### src/rtl/mult_accum_pkg.sv
// Shared types and default sizes for the product-block accumulator stage.
package mult_accum_pkg;

  typedef enum logic {
    IDLE  = 1'b0,
    ACCUM = 1'b1
  } state_e;

  localparam int WIDTHP_DEF   = 20;
  localparam int WIDTHACC_DEF = 32;
  localparam int LENW_DEF     = 8;

endpackage

### src/rtl/mult_accum_out_reg.sv
// Single-entry valid/ready holding register for finished block sums.
// A load at the same edge as a take replaces the entry without a bubble.
module mult_accum_out_reg
  import mult_accum_pkg::*;
#(
  parameter int W = WIDTHACC_DEF
) (
  input  logic         clk,
  input  logic         rst_n,
  input  logic         i_load,
  input  logic [W-1:0] i_load_data,
  input  logic         i_load_ovf,
  input  logic         i_take,
  output logic         o_valid,
  output logic [W-1:0] o_data,
  output logic         o_ovf
);

  logic         r_valid;
  logic [W-1:0] r_data;
  logic         r_ovf;

  // Holding register: load has priority over take so back-to-back results stream.
  always_ff @(posedge clk or negedge rst_n) begin
    if (!rst_n) begin
      r_valid <= 1'b0;
      r_data  <= {W{1'b0}};
      r_ovf   <= 1'b0;
    end else if (i_load) begin
      r_valid <= 1'b1;
      r_data  <= i_load_data;
      r_ovf   <= i_load_ovf;
    end else if (i_take && r_valid) begin
      r_valid <= 1'b0;
    end else begin
      r_valid <= r_valid;
    end
  end

  assign o_valid = r_valid;
  assign o_data  = r_data;
  assign o_ovf   = r_ovf;

endmodule

### src/rtl/mult_accum_dump.sv
// Accumulates blocks of blk_len unsigned products into one modulo-2**WIDTHACC sum
// and hands each finished sum to a valid/ready holding register.
module mult_accum_dump
  import mult_accum_pkg::*;
#(
  parameter int WIDTHP   = WIDTHP_DEF,
  parameter int WIDTHACC = WIDTHACC_DEF,
  parameter int LENW     = LENW_DEF
) (
  input  logic                clk,
  input  logic                rst_n,
  input  logic                in_valid,
  output logic                in_ready,
  input  logic [WIDTHP-1:0]   in_data,
  input  logic [LENW-1:0]     blk_len,
  output logic                out_valid,
  input  logic                out_ready,
  output logic [WIDTHACC-1:0] out_data,
  output logic                out_ovf,
  output logic                busy
);

  localparam int ACCW1 = WIDTHACC + 1;

  state_e              r_state;
  logic [WIDTHACC-1:0] r_acc;
  logic [LENW-1:0]     r_cnt;
  logic [LENW-1:0]     r_len_q;
  logic                r_ovf;

  state_e              w_state_nxt;
  logic [WIDTHACC-1:0] w_acc_nxt;
  logic [LENW-1:0]     w_cnt_nxt;
  logic [LENW-1:0]     w_len_nxt;
  logic                w_ovf_nxt;
  logic                w_load;

  logic [LENW-1:0]     w_len_eff;
  logic                w_final_pending;
  logic                w_accept;
  logic [WIDTHACC:0]   w_sum_ext;
  logic                w_out_valid;

  // A block length of zero behaves as a single-beat block.
  assign w_len_eff       = (blk_len == {LENW{1'b0}}) ? LENW'(1) : blk_len;
  assign w_final_pending = (r_state == ACCUM) ? (r_cnt == (r_len_q - LENW'(1)))
                                              : (w_len_eff == LENW'(1));
  assign in_ready        = !(w_final_pending && w_out_valid && !out_ready);
  assign w_accept        = in_valid && in_ready;
  assign w_sum_ext       = {1'b0, r_acc} + ACCW1'(in_data);

  // Next-state, counter and accumulator update for the block FSM.
  always_comb begin
    w_state_nxt = r_state;
    w_acc_nxt   = r_acc;
    w_cnt_nxt   = r_cnt;
    w_len_nxt   = r_len_q;
    w_ovf_nxt   = r_ovf;
    w_load      = 1'b0;
    case (r_state)
      IDLE: begin
        if (w_accept) begin
          w_len_nxt = w_len_eff;
          w_acc_nxt = WIDTHACC'(in_data);
          w_ovf_nxt = 1'b0;
          if (w_final_pending) begin
            w_cnt_nxt = {LENW{1'b0}};
            w_load    = 1'b1;
          end else begin
            w_cnt_nxt   = LENW'(1);
            w_state_nxt = ACCUM;
          end
        end else begin
          w_state_nxt = IDLE;
        end
      end
      ACCUM: begin
        if (w_accept) begin
          w_acc_nxt = w_sum_ext[WIDTHACC-1:0];
          w_ovf_nxt = r_ovf | w_sum_ext[WIDTHACC];
          if (w_final_pending) begin
            w_cnt_nxt   = {LENW{1'b0}};
            w_load      = 1'b1;
            w_state_nxt = IDLE;
          end else begin
            w_cnt_nxt = r_cnt + LENW'(1);
          end
        end else begin
          w_state_nxt = ACCUM;
        end
      end
      default: begin
        w_state_nxt = IDLE;
      end
    endcase
  end

  // Block FSM and datapath registers.
  always_ff @(posedge clk or negedge rst_n) begin
    if (!rst_n) begin
      r_state <= IDLE;
      r_acc   <= {WIDTHACC{1'b0}};
      r_cnt   <= {LENW{1'b0}};
      r_len_q <= {LENW{1'b0}};
      r_ovf   <= 1'b0;
    end else begin
      r_state <= w_state_nxt;
      r_acc   <= w_acc_nxt;
      r_cnt   <= w_cnt_nxt;
      r_len_q <= w_len_nxt;
      r_ovf   <= w_ovf_nxt;
    end
  end

  mult_accum_out_reg #(
    .W (WIDTHACC)
  ) u_out_reg (
    .clk         (clk),
    .rst_n       (rst_n),
    .i_load      (w_load),
    .i_load_data (w_acc_nxt),
    .i_load_ovf  (w_ovf_nxt),
    .i_take      (out_ready),
    .o_valid     (w_out_valid),
    .o_data      (out_data),
    .o_ovf       (out_ovf)
  );

  assign out_valid = w_out_valid;
  assign busy      = (r_state == ACCUM);

endmodule

### config.mk
export PLATFORM = sky130hd
export DESIGN_NAME = mult_accum_dump
export DESIGN_NICKNAME = d
export VERILOG_FILES = /design/src/rtl/mult_accum_pkg.sv /design/src/rtl/mult_accum_out_reg.sv /design/src/rtl/mult_accum_dump.sv
export SDC_FILE = /design/constraint.sdc
export NUM_CORES = 1
export LEC_CHECK = 0
export BUFFER_PORTS_ARGS = -buffer_cell sky130_fd_sc_hd__buf_2
export CAP_MARGIN = 20
export CORE_AREA = 2 2 112 114
export CTS_CLUSTER_DIAMETER = 100
export DETAILED_ROUTE_END_ITERATION = 16
export DIE_AREA = 0 0 114 116
export GPL_TIMING_DRIVEN = 0
export SLEW_MARGIN = 15
export SYNTH_ARGS = -nofsm -noshare
export SYNTH_HDL_FRONTEND = slang
export SYNTH_HIERARCHICAL = 1
export SYNTH_SLANG_ARGS = --single-unit
export TNS_END_PERCENT = 1
### constraint.sdc
create_clock -name clk -period 4.75 [get_ports clk]
set_input_delay 1.425 -clock clk [delete_from_list [all_inputs] [get_ports clk]]
set_output_delay 1.425 -clock clk [all_outputs]
set_load 0.005 [all_outputs]
* After elaboration in Yosys (flattened, before gate mapping)
Cells that the tools add are included.
W data, S select, Z words.
** Word-level totals
- Register bits :: 84
- Output and inout bits :: 36
- Word-level logic and storage cells :: 48
** Operators by class
- Multiplexer cells :: 21
- Bitwise gates (word level) :: 2
- Reductions and logical operators :: 10
- $add $sub $neg :: 3
- Equality and inequality tests :: 4
** Operators with widths (number)
- $mux W32 :: 2
- $pmux W32 S2 :: 1
- $add A32 B20 Y33 :: 1
- $mux W8 :: 4
- $pmux W8 S2 :: 1
- $mux W1 :: 11
- $add A8 B1 Y8 const B :: 1
- $eq A8 B1 Y1 const B :: 1
- $eq A8 B8 Y1 :: 1
- $logic_not A8 Y1 :: 1
- $sub A8 B1 Y8 const B :: 1
- $logic_and A1 B1 Y1 :: 4
- $pmux W1 S2 :: 2
- $reduce_and A2 Y1 :: 2
- $logic_not A1 Y1 :: 2
- $ne A2 B1 Y1 const B :: 1
- $ne A2 B2 Y1 const B :: 1
- $reduce_bool A2 Y1 :: 1
- $not A1 Y1 :: 1
- $or A1 B1 Y1 :: 1

* Longest topological paths before layout
- Word-level depth :: 10
- Mapped depth :: 13
- Mapped depth without buffers :: 11

* Modules after synthesis
Netlist, hierarchy kept.
** Modules (own cells, without submodules)
- mult_accum_dump :: cells each 433, instances 1, area each 3875.0 sq um
- mult_accum_out_reg :: cells each 73, instances 1, area each 1413.9 sq um

* Worst setup path after synthesis
No wires, ideal clock.
- Path kind :: input port to flip-flop
- Start :: input port in_data[0]
- End :: register u_out_reg.r_data[28] (netlist: u_out_reg/o_data[28])
- Path slack :: 0.837 ns
- Stages on the path :: 11
- Arrival :: 3.849 ns
- Path through :: ha_1 > inv_1 > fa_1 > nand2b_1 > a211o_1 > a21o_1 > a21oi_1 > o21ai_0 > or3_1 > o311ai_2 > mux2_4
** Between the ends
- Cells in the longest elaborated chain, start to end :: 3
** Ends and longest elaborated chain
- from (decl) :: line mult_accum_dump.sv:14 : input logic [WIDTHP-1:0] in_data,
- $add A32 B20 Y33 :: line mult_accum_dump.sv:50 : assign w_sum_ext = {1'b0, r_acc} + ACCW1'(in_data);
- $mux W32 :: line mult_accum_dump.sv:78 : if (w_accept) begin
- $pmux W32 S2 :: line mult_accum_dump.sv:60 : case (r_state)
- named net w_acc_nxt[28] :: line mult_accum_dump.sv:32 : logic [WIDTHACC-1:0] w_acc_nxt;
- to (signal assigned) :: line mult_accum_out_reg.sv:27 : r_data <= {W{1'b0}};
- to (signal assigned) :: line mult_accum_out_reg.sv:31 : r_data <= i_load_data;
- to (decl) :: line mult_accum_out_reg.sv:20 : logic [W-1:0] r_data;
The timed path passes the listed nets, and every way through them passes these cells.
A chain may end at the register's enable or synchronous reset.

* Worst setup path after layout
Ends and elaborated chain as after synthesis.

==> impl.org <==
** CTS
- Root Driver :: sky130_fd_sc_hd__clkbuf_16
- Number of buffers on the longest clock path :: 2
- Number of clock buffers inserted by TritonCTS :: 9
- Buffers inserted during post-CTS setup optimization :: 0
- The clock drives 84 sinks.
- TritonCTS clock tree :: done
- Gates resized during post-CTS repair numbered 0.
- Clock-pin slew was measured on the worst setup and hold paths at 60 ps.
- For this design, the CTS-stage hold fixing added 0 buffers.
- Insertion delay to the later sink of the worst-skew pair :: 350 ps
- The H-tree was split into 3 levels.

** Yosys
- Number of different library cells in the post-synthesis netlist :: 76
- EDFF count, synth :: 0
- Dominant cell by count in the synthesized netlist :: sky130_fd_sc_hd__dfrtp_1
- Post-synth design cell area :: 5290 um^2
- Simple-gate share of the synthesized area :: 0.158
- Multiplexer share of the synthesized area :: 0.136
- In the synthesized netlist the async set-or-reset flop fraction comes to 1.00.
- Of the total synthesized cell area, the portion taken by XOR and XNOR cells is 0.0414.
- Compound-gate portion of the synthesized area :: 0.167
- Commonest register cell after synthesis :: sky130_fd_sc_hd__dfrtp_1
- Most frequent cells after synthesis :: sky130_fd_sc_hd__dfrtp_1 (84), sky130_fd_sc_hd__nand2_1 (47), sky130_fd_sc_hd__o21ai_0 (33)
- Top cell type by total area after synthesis :: sky130_fd_sc_hd__dfrtp_1
- Synthesis produced approximately 510 cells.
- Net count of the mapped netlist :: roughly 560
- Main combinational cell family by area after synthesis :: compound AO/OA/AOI/OAI gates
- The share of synthesized area in the top cell type comes to 0.397.
- For this run, the number of Yosys warnings is 6.
- Post-synthesis area per instance :: ~10 um^2
- Adder-cell share of the synthesized area :: 0.0558
- For this run, the register share of the synthesized area comes to 0.397.
- Cell types with the largest area share after synthesis :: sky130_fd_sc_hd__dfrtp_1 (40%), sky130_fd_sc_hd__mux2_4 (8.2%), sky130_fd_sc_hd__ha_1 (5.2%)
- In this run, synthesis produced a sequential element count of 84.

** STA
- Final setup violation count :: 0
- For the final database, setup skew stands at about 11 ps.
- After layout, the minimum clock period comes to roughly 4200 ps.
- Transition at the pin with the smallest max-transition slack :: 874 ps
- Setup TNS :: 0 ps
- Number of hold violations in the final report :: 0
- Highest clock frequency the design can meet :: between 200 and 250 MHz
- Setup repair after global routing left no endpoint under its margin.
- Final Max Tran Viols :: 0
- Worst slew margin :: 0.411
- Of the available clock period, the critical path in the final layout requires 0.881.

** Placed design
- Routability Congestion :: about 0.89
- Number of buffer cells added on primary ports :: 67
- Final HPWL from detailed placement :: approximately 9 mm

** Critical path
- Data arrives at the worst endpoint at between 4000 and 5000 ps.
- Data on the critical path is required at its endpoint by between 5000 and 6000 ps.
- STA classifies the critical path endpoint as a register.
- For flop-to-flop paths, the worst setup slack is roughly 1400 ps.
- Number of buffer and inverter stages on the critical path :: 2
- The slowest stage of the critical path is the sky130_fd_sc_hd__or3_1 cell.
- Critical path launch point type :: input pin
- Destination of the worst register-to-register timing path :: u_out_reg/o_data[28]
- Startpoint of the lowest-slack register-to-register path :: r_acc[0]
- Critical Path Fanout Max :: 7
- The signal on the critical path passes through buf_2, ha_1, inv_1, fa_1, nand2b_1, a211o_1, a21o_1, a21oi_1, o21ai_0, or3_1, o311ai_2, mux2_4.
- Worst R2R Path Depth :: 11
- In this design, the stage delay of the slowest critical-path cell is about 440 ps.
- Delay-heaviest family, CP :: compound AO/OA/AOI/OAI gates
- The setup path with the least slack is of type input pin to register.

** GRT
- GRT Util Overall :: 0.200
- The via count of the first global-routing pass is around 4000.
- Final global-route overflow total :: 0
- Initial antenna violation count :: 0
- Entering global routing, the biggest net connects 52 pins.
- The first global-routing pass estimated around 21 mm of wire.

** Floorplan
- Die Span X :: 114 um
- In this run the count of I/O pins placed on the die edge is 68.
- Total number of placement rows :: 40
- Initial core utilization :: 0.444
- Die ar. :: approximately 13000 um^2
- The core region is around 12000 um^2.
- Vertical extent of the die :: between 100 and 150 um

** Power
- The completed layout was analyzed and its total power is 0.00326 W.
- For this design the ratio of total power to cell area is around 530 nW/um^2.
- Across the VDD grid, the largest voltage drop is 0.269 mV.
- Summed over all cells, the static leakage comes to 2.95 nW.

** Routing
- Detailed routing inserted a total of approximately 4200 vias.
- Drt drc :: 0
- Antenna-violating nets left :: 0
- Total Routed Length :: between 10 and 15 mm
- Detailed-routing iteration count for the pre-antenna-repair pass :: 5
- After the first detailed-routing iteration, the DRC count stood at 246.
- After detailed routing, the average wire length per cell comes to roughly 17 um.
- Via count normalized by instance count :: 5.71

** Layout
- The final layout contains 640 nets.
- Compared with the post-synthesis result, the final layout area differs by 16.7%.
- Of the cells placed in the final design, the portion with a size suffix greater than 1 is 0.266.
- 0 antenna diodes ended up in the layout.

** Hold path
- Startpoint of the tightest hold check path :: r_ovf
- Number of cells traversed by the worst hold path :: 1
- Hold endpoint :: r_ovf
- The min-delay analysis places its worst path in the category register to register.

** Job
- Number of maximum-capacitance violations :: 0

** Status
- Run status :: completed
cell usage in the layout (no fill, tap or decap), drive strengths merged, types with 3 or more instances in the layout:
master | netlist | final
dfrtp | 84 | 84
buf | 15 | 83
nand2 | 48 | 48
mux2 | 40 | 40
o21ai | 35 | 35
a21oi | 26 | 26
nor2 | 25 | 25
ha | 22 | 22
nand3 | 18 | 18
clkbuf | 5 | 17
mux2i | 16 | 16
inv | 13 | 13
xor2 | 13 | 13
xnor2 | 12 | 12
and3 | 12 | 12
o211ai | 10 | 10
nor3 | 7 | 7
o21a | 6 | 6
a31oi | 6 | 6
and2 | 6 | 6
nand4 | 5 | 5
nor4 | 5 | 5
or4 | 5 | 5
or3 | 4 | 4
o211a | 4 | 4
a211o | 4 | 4
nand2b | 4 | 4
a21o | 4 | 4
a211oi | 4 | 4
o311ai | 4 | 4
nand3b | 3 | 3
nor2b | 3 | 3
o21bai | 3 | 3
o31ai | 3 | 3
or2 | 3 | 3
state kept, by name, indices dropped and copies added (netlist names), named ones only:
register and count:
r_cnt 8, r_ovf 1, r_acc 32, r_len_q 8, u_out_reg/o_data 32, u_out_reg/o_ovf 1
u_out_reg/o_valid 1
cell families after synthesis:
group,after synthesis
AO/OA/AOI/OAI,127
XOR/XNOR,25
adder cells (fa/ha/maj),23
buffers and inverters,33
flip-flops,84
multiplexers,56
AND/OR/NAND/NOR,158
layout make-up:
| type | count | area (um^2) |
|---|---|---|
| Clock buffer | 12 | 267 |
| Buffer | 20 | 184 |
| Multi-Input combinational cell | 389 | 2950 |
| Timing Repair Buffer | 68 | 365 |
| Clock inverter | 4 | 70.1 |
| Fill cell | 1091 | 5740 |
| Tap cell | 147 | 184 |
| Sequential cell | 84 | 2100 |
| Inverter | 13 | 48.8 |
worst max-delay path by stage:
stage	slack, ps	from	to	cells after the start
2_1_floorplan	840	in_data[0]	u_out_reg/o_data[28]	11
3_3_place_gp	290	in_data[0]	u_out_reg/o_data[28]	12
3_5_place_dp	260	in_data[0]	u_out_reg/o_data[28]	12
4_1_cts	590	r_len_q[1]	in_ready	7
5_1_grt	390	in_data[0]	u_out_reg/o_data[28]	12
6_report	570	in_data[0]	u_out_reg/o_data[28]	12
per-layer routing:
layer | routed length [um] | vias to the layer above | global-route usage
met4 | 264 | 0 | 0.0821
met5 | 0 | - | 0
met2 | 5680 | 105 | 0.315
met1 | 6010 | 2048 | 0.277
met3 | 485 | 20 | 0.0282
li1 | - | 2036 | -
worst register-to-register path: stages, from the launching register on:
cell	delay [ps]
sky130_fd_sc_hd__dfrtp_1	350
sky130_fd_sc_hd__ha_1	160
sky130_fd_sc_hd__inv_1	50
sky130_fd_sc_hd__fa_1	390
sky130_fd_sc_hd__nand2b_1	200
sky130_fd_sc_hd__a211o_1	300
sky130_fd_sc_hd__a21o_1	220
sky130_fd_sc_hd__a21oi_1	350
sky130_fd_sc_hd__o21ai_0	380
sky130_fd_sc_hd__or3_1	440
sky130_fd_sc_hd__o311ai_2	250
sky130_fd_sc_hd__mux2_4	190
per-stage QoR:
step / setup WS (ps) / cells / utilization / hold WS, ps / area, um^2
2_1_floorplan: 837 / 506 / - / 457 / 5290
3_3_place_gp: 294 / 720 / 0.488 / 469 / 5810
3_5_place_dp: 265 / 721 / 0.490 / 476 / 5840
4_1_cts: 586 / 737 / 0.518 / 489 / 6170
5_1_grt: 390 / 737 / 0.518 / 501 / 6170
6_report: 567 / 737 / 0.518 / 490 / 6170
report_power, final:
| part | switching [W] | internal (W) |
|---|---|---|
| clock | 0.000287 | 0.000502 |
| sequential | 0.000142 | 0.000919 |
| combinational | 0.000748 | 0.000662 |
No activity file was read; power rests on OpenSTA's default activity.
